[config.mk]
export PLATFORM = sky130hd
export DESIGN_NAME = control_sequencer_flat
export DESIGN_NICKNAME = d
export VERILOG_FILES = /design/src/rtl/control_sequencer_pkg.sv /design/src/rtl/control_sequencer_if.sv /design/src/rtl/control_sequencer_mem_wait_timer.sv /design/src/rtl/control_sequencer.sv /design/src/flat_wrapper.sv
export SDC_FILE = /design/constraint.sdc
export NUM_CORES = 1
export LEC_CHECK = 0
export BUFFER_PORTS_ARGS = -buffer_cell sky130_fd_sc_hd__buf_2
export CAP_MARGIN = 20
export CORE_ASPECT_RATIO = 0.6
export CORE_MARGIN = 2
export CORE_UTILIZATION = 39
export CTS_BUF_LIST = sky130_fd_sc_hd__clkbuf_4
export CTS_CLUSTER_DIAMETER = 80
export DETAILED_ROUTE_END_ITERATION = 7
export PLACE_DENSITY_LB_ADDON = 0.12
export SYNTH_ARGS = -nofsm -noshare
export SYNTH_HDL_FRONTEND = slang
export SYNTH_SLANG_ARGS = --single-unit
[constraint.sdc]
create_clock -name Clock -period 1.5 [get_ports Clock]
set_input_delay 0.225 -clock Clock [delete_from_list [all_inputs] [get_ports Clock]]
set_output_delay 0.225 -clock Clock [all_outputs]
set_load 0.05 [all_outputs]
[src/rtl/control_sequencer_pkg.sv]
// Shared constants and types for the hardwired control sequencer:
// opcode map, ALU op codes, T-state encoding and the datapath control word.
package cpu_ctrl_pkg;

  localparam int OPCODE_W = 5;
  localparam int WAIT_W   = 5;

  localparam logic [OPCODE_W-1:0] OP_LD   = 5'b00000;
  localparam logic [OPCODE_W-1:0] OP_LDI  = 5'b00001;
  localparam logic [OPCODE_W-1:0] OP_ST   = 5'b00010;
  localparam logic [OPCODE_W-1:0] OP_ADD  = 5'b00011;
  localparam logic [OPCODE_W-1:0] OP_SUB  = 5'b00100;
  localparam logic [OPCODE_W-1:0] OP_AND  = 5'b00101;
  localparam logic [OPCODE_W-1:0] OP_OR   = 5'b00110;
  localparam logic [OPCODE_W-1:0] OP_MFHI = 5'b11000;
  localparam logic [OPCODE_W-1:0] OP_MFLO = 5'b11001;
  localparam logic [OPCODE_W-1:0] OP_NOP  = 5'b11010;
  localparam logic [OPCODE_W-1:0] OP_HALT = 5'b11011;

  localparam logic [OPCODE_W-1:0] ALU_NONE = 5'b00000;
  localparam logic [OPCODE_W-1:0] ALU_ADD  = OP_ADD;

  typedef enum logic [3:0] {
    ST_RESET, ST_T0, ST_T1, ST_T2, ST_T3, ST_T4, ST_T5, ST_T6, ST_T7, ST_HALT
  } state_t;

  typedef struct packed {
    logic PCout;
    logic MDRout;
    logic HIout;
    logic LOout;
    logic Zhi_out;
    logic Zlo_out;
    logic Cout;
    logic Inport_out;
    logic PCin;
    logic IncPC;
    logic MARin;
    logic MDRin;
    logic IRin;
    logic Yin;
    logic Zin;
    logic HIin;
    logic LOin;
    logic CONin;
    logic outport_in;
    logic Gra;
    logic Grb;
    logic Grc;
    logic Rin;
    logic Rout;
    logic BAout;
    logic Mem_Read;
    logic Mem_Write;
    logic Mem_enable512x32;
  } ctrl_t;

  function automatic logic is_alu_op(input logic [OPCODE_W-1:0] op);
    return op inside {OP_ADD, OP_SUB, OP_AND, OP_OR};
  endfunction

  // LD, LDI and ST all form an effective address as Rb + C in T3-T4.
  function automatic logic is_imm_op(input logic [OPCODE_W-1:0] op);
    return op inside {OP_LD, OP_LDI, OP_ST};
  endfunction

endpackage

[src/rtl/control_sequencer_if.sv]
// Bundle between the sequencer and the datapath: instruction/handshake inputs
// in one direction, the control word plus status in the other.
interface control_sequencer_if;
  import cpu_ctrl_pkg::*;

  logic [31:0]         IR;
  logic                memory_done;
  logic                stop;
  ctrl_t               ctrl;
  logic [OPCODE_W-1:0] opcode;
  logic                run;
  logic                mem_fault;

  modport master (input IR, memory_done, stop, output ctrl, opcode, run, mem_fault);
  modport slave  (output IR, memory_done, stop, input ctrl, opcode, run, mem_fault);
endinterface

[src/rtl/control_sequencer_mem_wait_timer.sv]
// Counts cycles spent in a memory wait state; flags timeout on the last allowed
// cycle without memory_done. Counter rests at zero whenever start is low.
module mem_wait_timer
  import cpu_ctrl_pkg::*;
#(
  parameter int MEM_TIMEOUT = 16
) (
  input  logic Clock,
  input  logic clear,
  input  logic start,
  input  logic done,
  output logic timeout
);

  logic [WAIT_W-1:0] cnt;

  always_ff @(posedge Clock) begin
    if (clear || !start || done) begin
      cnt <= '0;
    end else begin
      cnt <= cnt + 1'b1;
    end
  end

  assign timeout = start && !done && (cnt == WAIT_W'(MEM_TIMEOUT - 1));

endmodule

[src/rtl/control_sequencer.sv]
// Moore control unit: fetch T0-T2 then per-opcode execute T3..T7, 4-8 cycles per
// instruction; memory states stretch on memory_done with a timeout fault-halt.
module control_sequencer
  import cpu_ctrl_pkg::*;
#(
  parameter int MEM_TIMEOUT = 16
) (
  input  logic                Clock,
  input  logic                clear,
  control_sequencer_if.master bus
);

  state_t              state, state_nxt, end_state;
  ctrl_t               ctrl;
  logic [OPCODE_W-1:0] op, alu_op;
  logic                in_wait, timeout, mem_fault_q;
  logic                unused_ir;

  assign op        = bus.IR[31:27];
  assign unused_ir = ^bus.IR[26:0];
  assign end_state = bus.stop ? ST_HALT : ST_T0;
  assign in_wait   = (state == ST_T1) ||
                     (state == ST_T6 && op == OP_LD) ||
                     (state == ST_T7 && op == OP_ST);

  mem_wait_timer #(.MEM_TIMEOUT(MEM_TIMEOUT)) u_timer (
    .Clock   (Clock),
    .clear   (clear),
    .start   (in_wait),
    .done    (bus.memory_done),
    .timeout (timeout)
  );

  always_ff @(posedge Clock) begin
    if (clear) begin
      state       <= ST_RESET;
      mem_fault_q <= 1'b0;
    end else begin
      state <= state_nxt;
      if (timeout) begin
        mem_fault_q <= 1'b1;
      end
    end
  end

  always_comb begin
    state_nxt = state;
    ctrl      = '0;
    alu_op    = ALU_NONE;
    case (state)
      ST_RESET: state_nxt = ST_T0;
      ST_T0: begin
        ctrl.PCout = 1'b1; ctrl.IncPC = 1'b1; ctrl.MARin = 1'b1; ctrl.Zin = 1'b1;
        state_nxt = ST_T1;
      end
      ST_T1: begin
        // Z is not reloaded here, so PCin may repeat safely while stretched.
        ctrl.Zlo_out = 1'b1; ctrl.PCin = 1'b1; ctrl.MDRin = 1'b1;
        ctrl.Mem_Read = 1'b1; ctrl.Mem_enable512x32 = 1'b1;
        if (bus.memory_done)  state_nxt = ST_T2;
        else if (timeout)     state_nxt = ST_HALT;
      end
      ST_T2: begin
        ctrl.MDRout = 1'b1; ctrl.IRin = 1'b1;
        state_nxt = ST_T3;
      end
      ST_T3: begin
        if (is_alu_op(op) || is_imm_op(op)) begin
          ctrl.Grb = 1'b1; ctrl.Rout = 1'b1; ctrl.Yin = 1'b1;
          ctrl.BAout = is_imm_op(op);
          state_nxt = ST_T4;
        end else if (op == OP_HALT) begin
          state_nxt = ST_HALT;
        end else begin
          if (op == OP_MFHI || op == OP_MFLO) begin
            ctrl.Gra = 1'b1; ctrl.Rin = 1'b1;
            ctrl.HIout = (op == OP_MFHI);
            ctrl.LOout = (op == OP_MFLO);
          end
          state_nxt = end_state;
        end
      end
      ST_T4: begin
        ctrl.Zin = 1'b1;
        if (is_alu_op(op)) begin
          ctrl.Grc = 1'b1; ctrl.Rout = 1'b1;
          alu_op = op;
        end else begin
          ctrl.Cout = 1'b1;
          alu_op = ALU_ADD;
        end
        state_nxt = ST_T5;
      end
      ST_T5: begin
        ctrl.Zlo_out = 1'b1;
        if (op == OP_LD || op == OP_ST) begin
          ctrl.MARin = 1'b1;
          state_nxt  = ST_T6;
        end else begin
          ctrl.Gra = 1'b1; ctrl.Rin = 1'b1;
          state_nxt = end_state;
        end
      end
      ST_T6: begin
        ctrl.MDRin = 1'b1;
        if (op == OP_LD) begin
          ctrl.Mem_Read = 1'b1; ctrl.Mem_enable512x32 = 1'b1;
          if (bus.memory_done)  state_nxt = ST_T7;
          else if (timeout)     state_nxt = ST_HALT;
        end else begin
          ctrl.Gra = 1'b1; ctrl.Rout = 1'b1;
          state_nxt = ST_T7;
        end
      end
      ST_T7: begin
        if (op == OP_ST) begin
          ctrl.Mem_Write = 1'b1; ctrl.Mem_enable512x32 = 1'b1;
          if (bus.memory_done)  state_nxt = end_state;
          else if (timeout)     state_nxt = ST_HALT;
        end else begin
          ctrl.MDRout = 1'b1; ctrl.Gra = 1'b1; ctrl.Rin = 1'b1;
          state_nxt = end_state;
        end
      end
      ST_HALT: state_nxt = ST_HALT;
      default: state_nxt = ST_RESET;
    endcase
  end

  assign bus.ctrl      = ctrl;
  assign bus.opcode    = alu_op;
  assign bus.run       = (state != ST_RESET) && (state != ST_HALT);
  assign bus.mem_fault = mem_fault_q;

endmodule

[src/flat_wrapper.sv]
// flat-port wrapper written by rule: the top's interface ports become plain ports
module control_sequencer_flat import cpu_ctrl_pkg::*;
#(
  parameter int MEM_TIMEOUT = 16
)
  (Clock, clear, bus_IR, bus_memory_done, bus_stop, bus_ctrl, bus_opcode, bus_run, bus_mem_fault);
  control_sequencer_if bus_i ();
  input  logic Clock;
  input  logic clear;
  input wire logic [$bits(bus_i.IR)-1:0] bus_IR;
  input wire logic [$bits(bus_i.memory_done)-1:0] bus_memory_done;
  input wire logic [$bits(bus_i.stop)-1:0] bus_stop;
  output wire logic [$bits(bus_i.ctrl)-1:0] bus_ctrl;
  output wire logic [$bits(bus_i.opcode)-1:0] bus_opcode;
  output wire logic [$bits(bus_i.run)-1:0] bus_run;
  output wire logic [$bits(bus_i.mem_fault)-1:0] bus_mem_fault;
  assign bus_i.IR = bus_IR;
  assign bus_i.memory_done = bus_memory_done;
  assign bus_i.stop = bus_stop;
  assign bus_ctrl = bus_i.ctrl;
  assign bus_opcode = bus_i.opcode;
  assign bus_run = bus_i.run;
  assign bus_mem_fault = bus_i.mem_fault;
  control_sequencer #(.MEM_TIMEOUT(MEM_TIMEOUT)) u_core (.Clock(Clock), .clear(clear), .bus(bus_i));
endmodule
==> results of run 1 <==
through the flow:
step	TNS [ps]	worst slack, ps
2_1_floorplan	-3590	-482
3_3_place_gp	-3270	-257
4_1_cts	-6670	-340
3_5_place_dp	-4140	-269
kinds of logic after synthesis:
logic type	Yosys count	synth area share
simple gates	69	0.364
mux	2	0.0192
other cells	1	0.00359
compound gates	37	0.232
xor+xnor	3	0.0252
fa+ha+maj	2	0.0239
buf+inv	26	0.140
flops	10	0.192
timing repair:
item | CTS
pin swaps | 15
hold buffers | 0
setup buffers | 14
endpoints found under the setup margin | 36
resized for setup | 104
==> reports/metrics.csv, run 1 <==
metric,value,unit
PortBufs,35,
"Top FF cell, synth",dfxtp_1,
dpl cells,253,
total CTS buffers,3,
Initial Util,0.414,
Exit stage,5_1_grt,
First Error,"[ERROR DPL-0038] Utilization greater than 100%, impossible to legalize",
Mapped Cells,150,
pin count of the biggest net entering global routing,10,
most frequent cells after synthesis,"19 x nor2_1, 15 x nand2_1, 11 x o21ai_0",
post-synth cell types,43,
# rows,14,
die height,44.1,um
clock tree buffer depth,2,
placed standard-cell area,0.00170,mm^2
Synth async-reset ratio,0,
Worst EP kind,primary output,
I/O pin cnt,71,
Yosys warnings,0,
Root Driver,clkbuf_4,
Seq cells post-synth,10,
post-synth top area share,0.192,
clk sink count,10,
die width,70.8,um
sequential element share of the synthesized area,0.192,
most frequent cell after synthesis,nor2_1,
Post-synth EDFFs,0,
post-synth top area cell,dfxtp_1,
htree depth,1,
Post-Syn Area,0.00104,mm^2
HPWL after DPL,2980,um
last worst endpoint in the global-route repair_timing,bus_opcode[2],
Post-Syn Area per Cell,6.97,um^2
GP Congestion,0.870,
outcome,did not finish,
Synth area leaders,"dfxtp_1 19%, buf_4 7.2%, nor2_1 6.8%, nand2_1 5.4%, o21ai_0 5.3%",
==> inputs of run 2 (changes only) <==
--- a/config.mk
+++ b/config.mk
@@ -7,13 +7,10 @@
 export LEC_CHECK = 0
 export BUFFER_PORTS_ARGS = -buffer_cell sky130_fd_sc_hd__buf_2
 export CAP_MARGIN = 20
-export CORE_ASPECT_RATIO = 0.6
-export CORE_MARGIN = 2
-export CORE_UTILIZATION = 39
-export CTS_BUF_LIST = sky130_fd_sc_hd__clkbuf_4
-export CTS_CLUSTER_DIAMETER = 80
+export CORE_AREA = 2 2 63 65
 export DETAILED_ROUTE_END_ITERATION = 7
-export PLACE_DENSITY_LB_ADDON = 0.12
+export DIE_AREA = 0 0 65 67
+export PLACE_DENSITY_LB_ADDON = 0.15
 export SYNTH_ARGS = -nofsm -noshare
 export SYNTH_HDL_FRONTEND = slang
 export SYNTH_SLANG_ARGS = --single-unit
==> constraint.sdc (replaced) <==
create_clock -name Clock -period 1.95 [get_ports Clock]
set_input_delay 0.2925 -clock Clock [delete_from_list [all_inputs] [get_ports Clock]]
set_output_delay 0.2925 -clock Clock [all_outputs]
set_load 0.05 [all_outputs]
==> run 2 against run 1 <==
The run now ends clean. Synthesized cell count is the same. Area after synthesis unchanged.
==> reports/metrics.csv, run 2 <==
metric,value,unit,change
layout cell share with drive strength beyond 1,0.419,,
Int Pwr,492,uW,
HPWL after DPL,2480,um,-17%
mux cell area share after synthesis,0.0192,,unchanged
Overflow after GRT,0,,
CP Capture Type,output pin,,
number of flip-flops in the largest register,5,,
Synth Area in Adders,0.0240,,unchanged
CP Data Required Time,1660,ps,
worst hold path class,input pin to register,,
worst-path fanout max,8,,
"Setup violations, final",0,,
most frequent cells after synthesis,"19 x nor2_1, 15 x nand2_1, 11 x o21ai_0",,
complex-gate fraction of the synthesized area,0.232,,unchanged
slowest cell on the critical path,dfxtp_4,,
Slew Limit Fails,0,,
largest reg by FF count,u_core.u_timer.cnt,,
outcome,completed,,
via count of the first global-routing pass,1074,,
"commonest cells after routing, fill and taps aside","31 x buf_2, 22 x buf_4, 17 x nor2_1, 14 x nand2_1, 9 x o21ai_0",,
Synth area leaders,"dfxtp_1 19%, buf_4 7.2%, nor2_1 6.8%, nand2_1 5.4%, o21ai_0 5.3%",,
GP Congestion,0.858,,-1.4%
Seq cells post-synth,10,,unchanged
PD cells,622,mW/mm^2,
sequential element share of the synthesized area,0.192,,unchanged
Initial Util,0.290,,-0.124
clock power share,0.223,,
Yosys warnings,0,,unchanged
unrepaired setup endpoints after global routing,yes,,
# rows,22,,+8
Synth Area in XOR/XNOR,0.0251,,unchanged
I/O pin cnt,71,,unchanged
max frequency,528,MHz,
pin count of the biggest net entering global routing,15,,
drt pass-1 iters,4,,
"Top FF cell, synth",dfxtp_1,,
period utilisation layout,0.972,,
Switch Pwr,447,uW,
CTS tree,built,,
TNS Setup,0,ps,
Synth Area in Simple Gates,0.364,,unchanged
Sw Ratio,0.476,,
htree depth,1,,unchanged
PortBufs,35,,unchanged
Post-synth EDFFs,0,,unchanged
Crit path max-delay family,simple AND/OR/NAND/NOR gates,,
Synth async-reset ratio,0,,unchanged
remaining antenna violation count after routing,0,,
initial antenna violation count,0,,
Leak Pwr,0.000743,uW,
worst path bufs/invs,1,,
Seq pwr share,0.261,,
main combinational cell family by area after synthesis,simple AND/OR/NAND/NOR gates,,
worst hold slack,269,ps,
Clock Skews,2.34,ps,
Setup CP Type,register to output pin,,
die height,67,um,+52%
startpoint types,register,,
die footprint,0.00436,mm^2,
final WL,3100,um,
CTS hold repair buffers,0,,unchanged
DRT iter0 DRCs,57,,
Root Driver,clkbuf_8,,
layout net count,238,,
post-synth top area cell,dfxtp_1,,
"commonest non-fill, non-tap cell in the layout",buf_2,,
max capacitance violation total,0,,
clk sink count,10,,unchanged
Via density,5.05,,
post-synth cell types,43,,unchanged
Final Hold Fails,0,,
DR vias,1243,,
minimum clock period,1900,ps,
Area Overhead vs Synth,44.6,%,
CP peak stage delay,400,ps,
clock slew at the register clock pins of the worst setup and hold paths,50,ps,
clock tree buffer depth,2,,unchanged
core area,0.00361,mm^2,
most frequent cell after synthesis,nor2_1,,
Mapped Cells,150,,unchanged
post-synth top area share,0.192,,unchanged
DRC,0,,
Post-Syn Area,0.00104,mm^2,unchanged
Logic pwr share,0.516,,
total CTS buffers,3,,unchanged
Post-Syn Area per Cell,6.97,um^2,unchanged
Overall Global Routing Usage,0.142,,
critical-path cell list,nor2b_4 > and2_4 > a21oi_1 > o32ai_4 > nand2b_4 > buf_6,,
diodes inserted,0,,
per-cell routed wire length,12.6,um,
global-route wire length before repair,4850,um,
placed standard-cell area,0.00138,mm^2,-19%
later-pin clock latency in the skew report,230,ps,
Worst VDD drop,0.000314,V,
critical path arrival,1600,ps,
Final Cell Area,0.00151,mm^2,
die width,65,um,-8.2%
[run 2: cell counts after synthesis]
Identical to the previous run, type by type.
[run 2: logic make-up after synthesis]
family	count (synthesis)
xor gates and xnor gates	3
other	1
buffers and inverters	26
AOI/OAI and AO/OA	37
and+or+nand+nor	69
adders and majority gates	2
DFF	10
muxes	2
[run 2: final timing paths]
| kind | from | to | slack, ps | cells past startpoint |
|---|---|---|---|---|
| worst max-delay path | u_core.state[2]$_SDFF_PP0_ | bus_ctrl[8] | 50 | 6 |
| worst min-delay path | clear | u_core.state[2]$_SDFF_PP0_ | 270 | 2 |
| worst max register to register | u_core.u_timer.cnt[0]$_SDFF_PP0_ | u_core.state[3]$_SDFF_PP0_ | 250 | 8 |
| worst min register to register | u_core.u_timer.cnt[0]$_SDFF_PP0_ | u_core.u_timer.cnt[0]$_SDFF_PP0_ | 460 | 1 |
[run 2: per-stage QoR]
step / instances / worst slack (ps) / power, uW / util
after floorplan: 157 / -210 / 623 / -
after global placement: 237 / 32.0 / 707 / 0.383
after detailed placement: 237 / 30.4 / 711 / 0.383
after CTS: 244 / -15.0 / 937 / 0.408
after global routing: 246 / -15.9 / 996 / 0.419
final: 246 / 54.4 / 939 / 0.419
[run 2: layer usage]
metal | up-vias | GRT usage | wire length [um] | share of wire
met2 | 35 | 0.249 | 1630 | 0.53
met3 | 2 | 0.0287 | 161 | 0.052
li1 | 616 | - | - | -
met1 | 590 | 0.181 | 1300 | 0.42
met5 | - | 0 | 0 | 0
met4 | 0 | 0.0239 | 8 | 0.0026
[run 2: power by group through the flow]
stage          sequential (uW)  clock, uW  combinational (uW)
2_1_floorplan              228          0                 395
3_3_place_gp               248          0                 459
3_5_place_dp               249          0                 463
4_1_cts                    244        218                 474
5_1_grt                    247        233                 515
6_report                   245        209                 484
[run 2: timing repair]
item	in CTS	in global routing
gates resized for setup	9	8
endpoints found under the setup margin	8	9
pin swaps	0	1
setup buffers	4	2
[run 2: cell type report]
type / count / area [um^2]
Clock buffer: 3 / 41.3
Multi-Input combinational cell: 121 / 805
Tap cell: 48 / 60.1
Fill cell: 390 / 2100
Timing Repair Buffer: 57 / 365
Sequential cell: 10 / 213
Inverter: 7 / 26.3
No activity file was read; power rests on OpenSTA's default activity.
==> inputs of run 3 (changes only) <==
==> constraint.sdc (replaced) <==
create_clock -name Clock -period 1.54 [get_ports Clock]
set_input_delay 0.231 -clock Clock [delete_from_list [all_inputs] [get_ports Clock]]
set_output_delay 0.231 -clock Clock [all_outputs]
set_load 0.05 [all_outputs]
==> run 3 against run 2 <==
The run now ends with negative setup slack left. Sequential share of layout area fell by 5.1 points. Via count rose by 12%. Total power rose by 74%. Clock power rose by 40%. Flip-flop and latch count did not move. Global-route usage rose by 4.7 points. Register-to-register slack got worse by 410 ps. Critical path depth fell by 2. Setup slack got worse by 340 ps. Non-clock buffer count rose by 36. Utilization rose by 25 points. Critical path type unchanged. Highest routed layer unchanged.
==> reports/metrics.csv, run 3 (synthesized netlist as in run 2, its figures left out) <==
metric,value,unit,change
outcome,finished with violations,,
failing checks,negative setup slack,,
remaining antenna violation count after routing,0,,unchanged
unrepaired setup endpoints after global routing,yes,,
DRT iter0 DRCs,47,,-18%
htree depth,1,,unchanged
CTS hold repair buffers,0,,unchanged
I/O pin cnt,71,,unchanged
CP Data Required Time,1310,ps,-350 ps
period utilisation layout,1.19,,
initial antenna violation count,0,,unchanged
Final Hold Fails,0,,unchanged
Via density,4.90,,-2.9%
total CTS buffers,3,,unchanged
Overall Global Routing Usage,0.189,,+0.0473
"commonest cells after routing, fill and taps aside","42 x buf_4, 29 x buf_6, 11 x buf_2, 11 x buf_8, 9 x nor2_4",,
Leak Pwr,0.00104,uW,+39%
clock slew at the register clock pins of the worst setup and hold paths,50,ps,about the same
"Setup violations, final",30,,+30
critical path arrival,1590,ps,about the same
Overflow after GRT,0,,unchanged
Int Pwr,895,uW,+82%
Clock Skews,11.5,ps,+9.17 ps
Post-Place Worst Slack,-208,ps,-238 ps
layout net count,274,,+15%
Root Driver,clkbuf_8,,
via count of the first global-routing pass,1349,,+26%
worst hold path class,input pin to register,,
die width,65,um,unchanged
number of flip-flops in the largest register,5,,unchanged
CP Capture Type,output pin,,
final WL,4100,um,+32%
drt pass-1 iters,3,,-1
Hold Path Stages,2,,unchanged
Initial Util,0.290,,unchanged
later-pin clock latency in the skew report,240,ps,about the same
Area Overhead vs Synth,132,%,
per-cell routed wire length,14.5,um,+15%
CTS tree,built,,
Worst Hold Endpoint,u_core.state[2]$_SDFF_PP0_,,
R2R setup slack,-160,ps,-410 ps
worst r2r src,u_core.state[1]$_SDFF_PP0_,,
Slew Limit Fails,0,,unchanged
max capacitance violation total,0,,unchanged
clock power share,0.179,,-0.044
max frequency,548,MHz,
diodes inserted,0,,unchanged
reg2reg end,u_core.u_timer.cnt[4]$_SDFF_PP0_,,
die footprint,0.00436,mm^2,unchanged
Worst VDD drop,0.000446,V,+42%
Setup CP Type,register to output pin,,
Seq pwr share,0.191,,-0.070
HPWL after DPL,2790,um,+12%
global-route wire length before repair,6380,um,+31%
clock tree buffer depth,2,,unchanged
largest reg by FF count,u_core.u_timer.cnt,,
Util after Layout,0.673,,+0.254
startpoint types,register,,
worst hold slack,211,ps,-58.1 ps
GP Congestion,0.791,,-7.8%
PortBufs,35,,unchanged
minimum clock period,1830,ps,
DR vias,1388,,+12%
layout cell share with drive strength beyond 1,0.728,,+0.308
core area,0.00361,mm^2,unchanged
Switch Pwr,734,uW,+64%
PD cells,672,mW/mm^2,+8.0%
"commonest non-fill, non-tap cell in the layout",buf_4,,
final total power,1630,uW,+74%
reg2reg path depth,6,,-2
# rows,22,,unchanged
clk sink count,10,,unchanged
Sw Ratio,0.451,,-0.0257
worst-path fanout max,8,,unchanged
DRC,0,,unchanged
worst setup margin,-286,ps,-340 ps
die height,67,um,unchanged
pin count of the biggest net entering global routing,11,,-4
hold_sp,clear,,
Logic pwr share,0.630,,+0.114
run 3: cell count changes in the layout (fill, tap and decap cells not counted), sizes merged:
cell / change
clkinvlp: +1
buf: +36
clkbuf: +1
inv: -1
run 3: critical path, cell delays in order (launching register included):
cell and delay, ps:
dfxtp_4 400, and4b_2 290, o21ai_2 100, or3b_4 410, buf_8 160
run 3: metrics by stage:
stage               instances  area (um^2)  TNS [ps]
finish                    283         2430     -4340
CTS                       277         2140     -4510
detailed placement        264         1680     -3070
floorplan                 157         1260     -2790
global placement          264         1680     -2920
global route              283         2430     -5790
run 3: timing repair:
item | 4_1_cts | 5_1_grt
pin swaps | 20 | 22
endpoints found under the setup margin | 36 | 36
buffers inserted | 10 | 7
gates resized for setup | 101 | 49
cloned | 0 | 0
run 3: final cells by class:
cell class / instances / area (um^2)
sequential: 10 / 218
clock buffer: 4 / 45.0
inverter: 7 / 32.5
multi-input combinational: 121 / 1210
tap: 48 / 60.1
fill: 285 / 1180
timing repair buffer: 93 / 862
run 3: how the worst max path moves through the flow:
| stage | slack [ps] | from | endpoint | depth (start not counted) |
|---|---|---|---|---|
| floorplan | -450 | u_core.state[0]$_SDFF_PP0_ | bus_opcode[2] | 5 |
| global placement | -200 | u_core.state[3]$_SDFF_PP0_ | bus_ctrl[0] | 5 |
| detailed placement | -210 | bus_IR[30] | bus_ctrl[4] | 6 |
| CTS | -260 | u_core.state[2]$_SDFF_PP0_ | bus_ctrl[8] | 5 |
| global route | -330 | u_core.state[2]$_SDFF_PP0_ | bus_ctrl[4] | 5 |
| finish | -290 | u_core.state[1]$_SDFF_PP0_ | bus_ctrl[4] | 4 |
run 3: layer usage:
| metal | part of all wire | vias up | global-route usage |
|---|---|---|---|
| met5 | 0 | - | 0 |
| met4 | 0.0071 | 0 | 0.0399 |
| met3 | 0.027 | 4 | 0.0203 |
| met2 | 0.53 | 29 | 0.334 |
| met1 | 0.44 | 667 | 0.247 |
| li1 | - | 688 | - |
run 3: power groups by stage:
stage / clock [uW] / sequential (uW) / combinational (uW)
detailed placement: 0 / 314 / 723
CTS: 295 / 306 / 924
global placement: 0 / 314 / 716
finish: 292 / 311 / 1030
floorplan: 0 / 293 / 554
global route: 301 / 313 / 1080
